==> src/rtl/dp_pkg.sv <==
// Shared definitions for the data-processing execute controller:
// opcodes, condition codes, flag bit positions and the FSM state type.
package dp_pkg;

    localparam logic [3:0] OP_AND = 4'h0;
    localparam logic [3:0] OP_EOR = 4'h1;
    localparam logic [3:0] OP_SUB = 4'h2;
    localparam logic [3:0] OP_RSB = 4'h3;
    localparam logic [3:0] OP_ADD = 4'h4;
    localparam logic [3:0] OP_ADC = 4'h5;
    localparam logic [3:0] OP_SBC = 4'h6;
    localparam logic [3:0] OP_RSC = 4'h7;
    localparam logic [3:0] OP_TST = 4'h8;
    localparam logic [3:0] OP_TEQ = 4'h9;
    localparam logic [3:0] OP_CMP = 4'hA;
    localparam logic [3:0] OP_CMN = 4'hB;
    localparam logic [3:0] OP_ORR = 4'hC;
    localparam logic [3:0] OP_MOV = 4'hD;
    localparam logic [3:0] OP_BIC = 4'hE;
    localparam logic [3:0] OP_MVN = 4'hF;

    localparam logic [3:0] COND_EQ = 4'h0;
    localparam logic [3:0] COND_NE = 4'h1;
    localparam logic [3:0] COND_CS = 4'h2;
    localparam logic [3:0] COND_CC = 4'h3;
    localparam logic [3:0] COND_MI = 4'h4;
    localparam logic [3:0] COND_PL = 4'h5;
    localparam logic [3:0] COND_VS = 4'h6;
    localparam logic [3:0] COND_VC = 4'h7;
    localparam logic [3:0] COND_HI = 4'h8;
    localparam logic [3:0] COND_LS = 4'h9;
    localparam logic [3:0] COND_GE = 4'hA;
    localparam logic [3:0] COND_LT = 4'hB;
    localparam logic [3:0] COND_GT = 4'hC;
    localparam logic [3:0] COND_LE = 4'hD;
    localparam logic [3:0] COND_AL = 4'hE;
    localparam logic [3:0] COND_NV = 4'hF;

    localparam int fN = 3;
    localparam int fZ = 2;
    localparam int fC = 1;
    localparam int fV = 0;

    typedef enum logic [2:0] {
        ST_IDLE = 3'd0,
        ST_READ = 3'd1,
        ST_EXEC = 3'd2,
        ST_WB   = 3'd3,
        ST_SKIP = 3'd4
    } state_t;

    // TST/TEQ/CMP/CMN only produce flags; the result is discarded.
    function automatic logic is_compare(input logic [3:0] opcode);
        return (opcode >= OP_TST) && (opcode <= OP_CMN);
    endfunction

    // Compares reuse the ALU's ordinary AND/EOR/SUB/ADD datapaths.
    function automatic logic [3:0] map_alu_op(input logic [3:0] opcode);
        logic [3:0] op;
        case (opcode)
            OP_TST:  op = OP_AND;
            OP_TEQ:  op = OP_EOR;
            OP_CMP:  op = OP_SUB;
            OP_CMN:  op = OP_ADD;
            default: op = opcode;
        endcase
        return op;
    endfunction

endpackage

==> src/rtl/dp_cond_check.sv <==
// Combinational ARM condition-code evaluator against an NZCV vector.
// NV is treated as never-execute.
module dp_cond_check
    import dp_pkg::*;
(
    input  logic [3:0] cond,
    input  logic [3:0] nzcv,
    output logic       pass
);

    logic n, z, c, v;

    always_comb begin
        n    = nzcv[fN];
        z    = nzcv[fZ];
        c    = nzcv[fC];
        v    = nzcv[fV];
        pass = 1'b0;
        case (cond)
            COND_EQ: pass = z;
            COND_NE: pass = !z;
            COND_CS: pass = c;
            COND_CC: pass = !c;
            COND_MI: pass = n;
            COND_PL: pass = !n;
            COND_VS: pass = v;
            COND_VC: pass = !v;
            COND_HI: pass = c && !z;
            COND_LS: pass = !c || z;
            COND_GE: pass = (n == v);
            COND_LT: pass = (n != v);
            COND_GT: pass = !z && (n == v);
            COND_LE: pass = z || (n != v);
            COND_AL: pass = 1'b1;
            default: pass = 1'b0;
        endcase
    end

endmodule

==> src/rtl/dp_exec_ctrl.sv <==
// Multi-cycle sequencer for one data-processing instruction: read Rn, drive ALU,
// write back Rd and NZCV. Conditional execution enabled by defining DP_COND_EXEC_EN.
module dp_exec_ctrl
    import dp_pkg::*;
#(
    parameter int RF_AW = 4,
    parameter int DW    = 32
) (
    input  logic             clk,
    input  logic             rst_n,
    input  logic             flush,
    input  logic             ins_valid,
    output logic             ins_ready,
    input  logic [3:0]       ins_cond,
    input  logic [3:0]       ins_opcode,
    input  logic             ins_s,
    input  logic [RF_AW-1:0] ins_rn,
    input  logic [RF_AW-1:0] ins_rd,
    input  logic [DW-1:0]    ins_op2,
    input  logic             ins_shift_cout,
    output logic [RF_AW-1:0] rf_raddr,
    input  logic [DW-1:0]    rf_rdata,
    output logic [DW-1:0]    alu_a,
    output logic [DW-1:0]    alu_b,
    output logic [3:0]       alu_op,
    output logic             alu_c,
    output logic             alu_v,
    output logic             alu_shift_cout,
    input  logic [DW-1:0]    alu_f,
    input  logic [3:0]       alu_nzcv,
    output logic             rf_we,
    output logic [RF_AW-1:0] rf_waddr,
    output logic [DW-1:0]    rf_wdata,
    output logic [3:0]       cpsr_nzcv,
    output logic             done,
    output logic             skipped
);

    state_t             state_q, state_d;
    logic [3:0]         opcode_q;
    logic               s_q;
    logic [RF_AW-1:0]   rn_q;
    logic [RF_AW-1:0]   rd_q;
    logic [DW-1:0]      op2_q;
    logic               shift_cout_q;
    logic [DW-1:0]      result_q;
    logic [3:0]         flags_q;
    logic [3:0]         cpsr_q, cpsr_d;
    logic               accept;
    logic               cond_pass;
    logic               commit;

`ifdef DP_COND_EXEC_EN
    dp_cond_check u_cond_check (
        .cond (ins_cond),
        .nzcv (cpsr_q),
        .pass (cond_pass)
    );
`else
    logic unused_cond;
    assign unused_cond = ^ins_cond;
    assign cond_pass   = 1'b1;
`endif

    assign accept    = ins_valid && ins_ready;
    assign cpsr_nzcv = cpsr_q;

    always_comb begin
        state_d = state_q;
        case (state_q)
            ST_IDLE: if (accept) state_d = cond_pass ? ST_READ : ST_SKIP;
            ST_READ: state_d = ST_EXEC;
            ST_EXEC: state_d = ST_WB;
            ST_WB:   state_d = ST_IDLE;
            ST_SKIP: state_d = ST_IDLE;
            default: state_d = ST_IDLE;
        endcase
        if (flush) state_d = ST_IDLE;
    end

    // Architectural side effects (write, flags, done) are held off during flush or reset.
    always_comb begin
        ins_ready      = rst_n && !flush && (state_q == ST_IDLE);
        commit         = rst_n && !flush;
        rf_raddr       = '0;
        alu_a          = '0;
        alu_b          = '0;
        alu_op         = '0;
        alu_c          = 1'b0;
        alu_v          = 1'b0;
        alu_shift_cout = 1'b0;
        rf_we          = 1'b0;
        rf_waddr       = '0;
        rf_wdata       = '0;
        done           = 1'b0;
        skipped        = 1'b0;
        cpsr_d         = cpsr_q;
        case (state_q)
            ST_READ: rf_raddr = rn_q;
            ST_EXEC: begin
                alu_a          = rf_rdata;
                alu_b          = op2_q;
                alu_op         = map_alu_op(opcode_q);
                alu_c          = cpsr_q[fC];
                alu_v          = cpsr_q[fV];
                alu_shift_cout = shift_cout_q;
            end
            ST_WB: begin
                if (commit) begin
                    done = 1'b1;
                    if (!is_compare(opcode_q)) begin
                        rf_we    = 1'b1;
                        rf_waddr = rd_q;
                        rf_wdata = result_q;
                    end
                    if (s_q || is_compare(opcode_q)) cpsr_d = flags_q;
                end
            end
            ST_SKIP: begin
                done = commit;
`ifdef DP_COND_EXEC_EN
                skipped = commit;
`endif
            end
            default: ;
        endcase
    end

    always_ff @(posedge clk) begin
        if (!rst_n) begin
            state_q      <= ST_IDLE;
            cpsr_q       <= '0;
            opcode_q     <= '0;
            s_q          <= 1'b0;
            rn_q         <= '0;
            rd_q         <= '0;
            op2_q        <= '0;
            shift_cout_q <= 1'b0;
            result_q     <= '0;
            flags_q      <= '0;
        end else begin
            state_q <= state_d;
            cpsr_q  <= cpsr_d;
            if (accept) begin
                opcode_q     <= ins_opcode;
                s_q          <= ins_s;
                rn_q         <= ins_rn;
                rd_q         <= ins_rd;
                op2_q        <= ins_op2;
                shift_cout_q <= ins_shift_cout;
            end
            if (state_q == ST_EXEC) begin
                result_q <= alu_f;
                flags_q  <= alu_nzcv;
            end
        end
    end

endmodule

==> config.mk <==
export PLATFORM = sky130hd
export DESIGN_NAME = dp_exec_ctrl
export DESIGN_NICKNAME = d
export VERILOG_FILES = /design/src/rtl/dp_pkg.sv /design/src/rtl/dp_cond_check.sv /design/src/rtl/dp_exec_ctrl.sv
export SDC_FILE = /design/constraint.sdc
export NUM_CORES = 1
export LEC_CHECK = 0
export BUFFER_PORTS_ARGS = -buffer_cell sky130_fd_sc_hd__buf_2
export CAP_MARGIN = 20
export CORE_UTILIZATION = 48
export DETAILED_ROUTE_END_ITERATION = 8
export PLACE_DENSITY_LB_ADDON = 0.25
export SLEW_MARGIN = 15
export SYNTH_ARGS = -nofsm -noshare
export SYNTH_HDL_FRONTEND = slang
export SYNTH_SLANG_ARGS = --single-unit
==> constraint.sdc <==
create_clock -name clk -period 4.1 [get_ports clk]
set_clock_uncertainty 0.05 [all_clocks]
set_input_delay 0.41 -clock clk [delete_from_list [all_inputs] [get_ports clk]]
set_output_delay 0.41 -clock clk [all_outputs]
set_load 0.01 [all_outputs]
==> flow_summary.toml <==
[outcome]
status = "completed"

[cts]
cts_buffer_depth = 2
cts_setup_buffers = 0
clock_latency_ns = 0.34
cts_tree = "yes"
cts_resized = 0
cts-htree-levels = 3
cts_buffers = 9
cts.sink_count = 88
clk_pin_slew_ns = 0.08
cts_root_buffer = "clkbuf_8"
postCtsHoldBufs = 0

[job]
drv_cap = 0

[critical_path]
cp.required_ns = 3.64
start_kind = "flop"
path_cells = "ha_1 > and3b_2 > nor2b_4 > and2_4 > buf_2"
end_kind = "output pin"
critPathArrivalTime_ns = 2.22
critPathMaxFanout = 37
critPathMaxStageDelay_ns = 0.66
cp_slowest_cell = "nor2b_4"
critPathKind = "flop to output pin"

[logic_synthesis]
synth_mux_area_share_pct = 9.81
seq_area_frac_synth_pct = 41.1
synth_top_family_by_area = "simple AND/OR/NAND/NOR gates"
synthCells = 481
synth_compound_area_share_pct = 8.91
synthAdderAreaFrac_pct = 1.46
synth-warning-count = 0
synthesis.area_um2 = 4280
ys_types = 29
ys_ff_latch = 88
synth_top_cell_by_area = "dfxtp_1"
synth_top_area_share_pct = 41.1
syn_area_per_cell_um2 = 8.91
synth_area_leaders = "dfxtp_1 (41%), and2_1 (13%), mux2i_1 (9.8%)"
synthXorXnorAreaFrac_pct = 0
synth_fp_nets = 608
yosys.area_share.simple_pct = 32.9

[floorplanning]
placementRows = 34
top_level_ports = 241
die_x_um = 96.5
start_util_pct = 49.4
dieArea_um2 = 9310
die_y_um = 96.5
design.core.area_um2 = 8680

[min_path]
min-delay-path-class = "input pin to flop"

[drt]
route.vias.total = 3863
drtIter0Drc = 123
wl_per_cell_um = 12.7
dr.pass1.iters = 4
vias_per_cell = 4.79
postRouteAntennaNets = 0
wirelength_mm = 10.3
remaining_drc_errors = 0

[placement]
gp_congestion = 0.706
portBuffers = 235
dp_hpwl_mm = 7.15

[timing]
fin_crit_ns = 2.68
rsz0062_at_grt = "false"
worst_pin_slew_ns = 1.01
relSlewSlack_pct = 33.0
fmax_ghz = 0.373
drv_slew = 0
finalCritPeriodShare_pct = 65.4
tns_ns = 0
setup_viol = 0
hold_violations = 0

[power_and_ir_drop]
power_mw = 1.60
p_leak_nw = 2.72
p_per_area_nw_per_um2 = 286
ir_worst_vdd_uv = 200

[cells_and_area]
drive_above_1_share_pct = 39.5
syn_to_final_growth_pct = 30.7
ff_latch_area_um2 = 1760
multi_input_area_um2 = 2290
n_antenna_cell = 0
num-fill-cells = 778
nNetsFinal = 821

[global_routing]
antenna_found_initial = 0
use_met1_pct = 22.0
met3_usage_pct = 4.85
grt_util_met2_pct = 39.5
grt_max_degree = 101
grt_pass1_wl_mm = 15.2
grt_pass1_vias = 3485
grt.overflow.total = 0
busiest_layer = "met2"
grt_util_all_layers_pct = 21.0
cells in the final DEF, fill, tap and decap left out:
cell	n
clkinvlp_4	1
conb_1	1
and3_1	1
and3b_2	1
and2_4	19
nor2b_1	37
and3b_1	2
nor3b_1	1
clkbuf_8	10
inv_1	6
buf_2	235
a31oi_1	1
o22ai_1	1
nand2b_1	1
bufinv_16	1
mux2i_1	42
buf_4	3
nand4b_2	1
nor2b_4	1
and2b_1	1
a21boi_0	6
o211a_1	1
clkbuf_1	2
a21oi_1	1
and2_1	88
clkinv_2	1
dfxtp_1	88
nand2_1	98
ha_4	1
a21boi_1	40
and4b_2	1
ha_1	4
o21ai_2	1
report_power, final:
group	total [mW]	internal [mW]	switching, mW
clock	0.576	0.295	0.281
combinational	0.140	0.0763	0.0641
sequential	0.883	0.873	0.00999
total	1.60	1.24	0.355
final cells by class:
class / count / area share [%]
Multi-Input combinational cell: 351 / 40.9
Sequential cell: 88 / 31.5
Timing Repair Buffer: 238 / 21.4
Clock buffer: 12 / 2.59
Tap cell: 108 / 2.41
Clock inverter: 3 / 0.760
Inverter: 6 / 0.402
metal layers:
metal / up-vias / share of wire [%] / wire length (µm)
met5: - / 0 / 0
met4: 0 / 2.4 / 242
met3: 17 / 6.3 / 645
met2: 132 / 50 / 5140
met1: 1773 / 41 / 4230
li1: 1941 / - / -
cell usage after synthesis (all sizes together):
master and n:
o21ai 1, clkbuf 15, a21boi 46, and2 107, and4b 1, a21oi 1, o211a 1, conb 1
ha 5, dfxtp 88, and3 1, and3b 3, a31oi 1, buf 21, nand2 98, nor3b 1
nand2b 1, nand4b 1, inv 6, nor2b 38, and2b 1, o22ai 1, mux2i 42
final timing paths:
check / start / depth (start not counted) / end / slack, ns
max: state_q[1] / 5 / rf_waddr[1] / 1.42
min reg2reg: rn_q[3] / 2 / rn_q[3] / 0.40
min: ins_s / 3 / s_q / 0.25
max reg2reg: state_q[0] / 5 / result_q[22] / 1.91
critical path, delay by kind of cell, from the launching register on:
family,cells,cell delay [ns]
adders and majority gates,1,0.18
buffers and inverters,1,0.13
DFF,1,0.44
and+or+nand+nor,3,1.11
stage by stage:
stage               util, %  area (µm²)  instances  setup WS (ns)  hold WS (ns)
detailed placement     62.3        5410        791           1.55         0.390
floorplan                 -        4280        481           2.27         0.378
global route           64.5        5600        806           1.28         0.237
finish                 64.5        5600        806           1.42         0.249
CTS                    64.5        5600        806           1.37         0.231
global placement       62.3        5410        791           1.62         0.386
sequential cells by signal, summed over array words and instances (netlist names):
name / flops
cpsr_nzcv: 4
flags_q: 4
op2_q: 32
opcode_q: 4
rd_q: 4
result_q: 32
rn_q: 4
s_q: 1
shift_cout_q: 1
state_q: 2
cells by family (layout without fill, tap and decap cells):
kind of cell	count (synthesis)	after routing
simple gates	252	252
other cells	1	1
flops	88	88
fa+ha+maj	5	5
buf+inv	42	259
mux	42	42
compound gates	51	51
(Power assumes the default switching activity.)
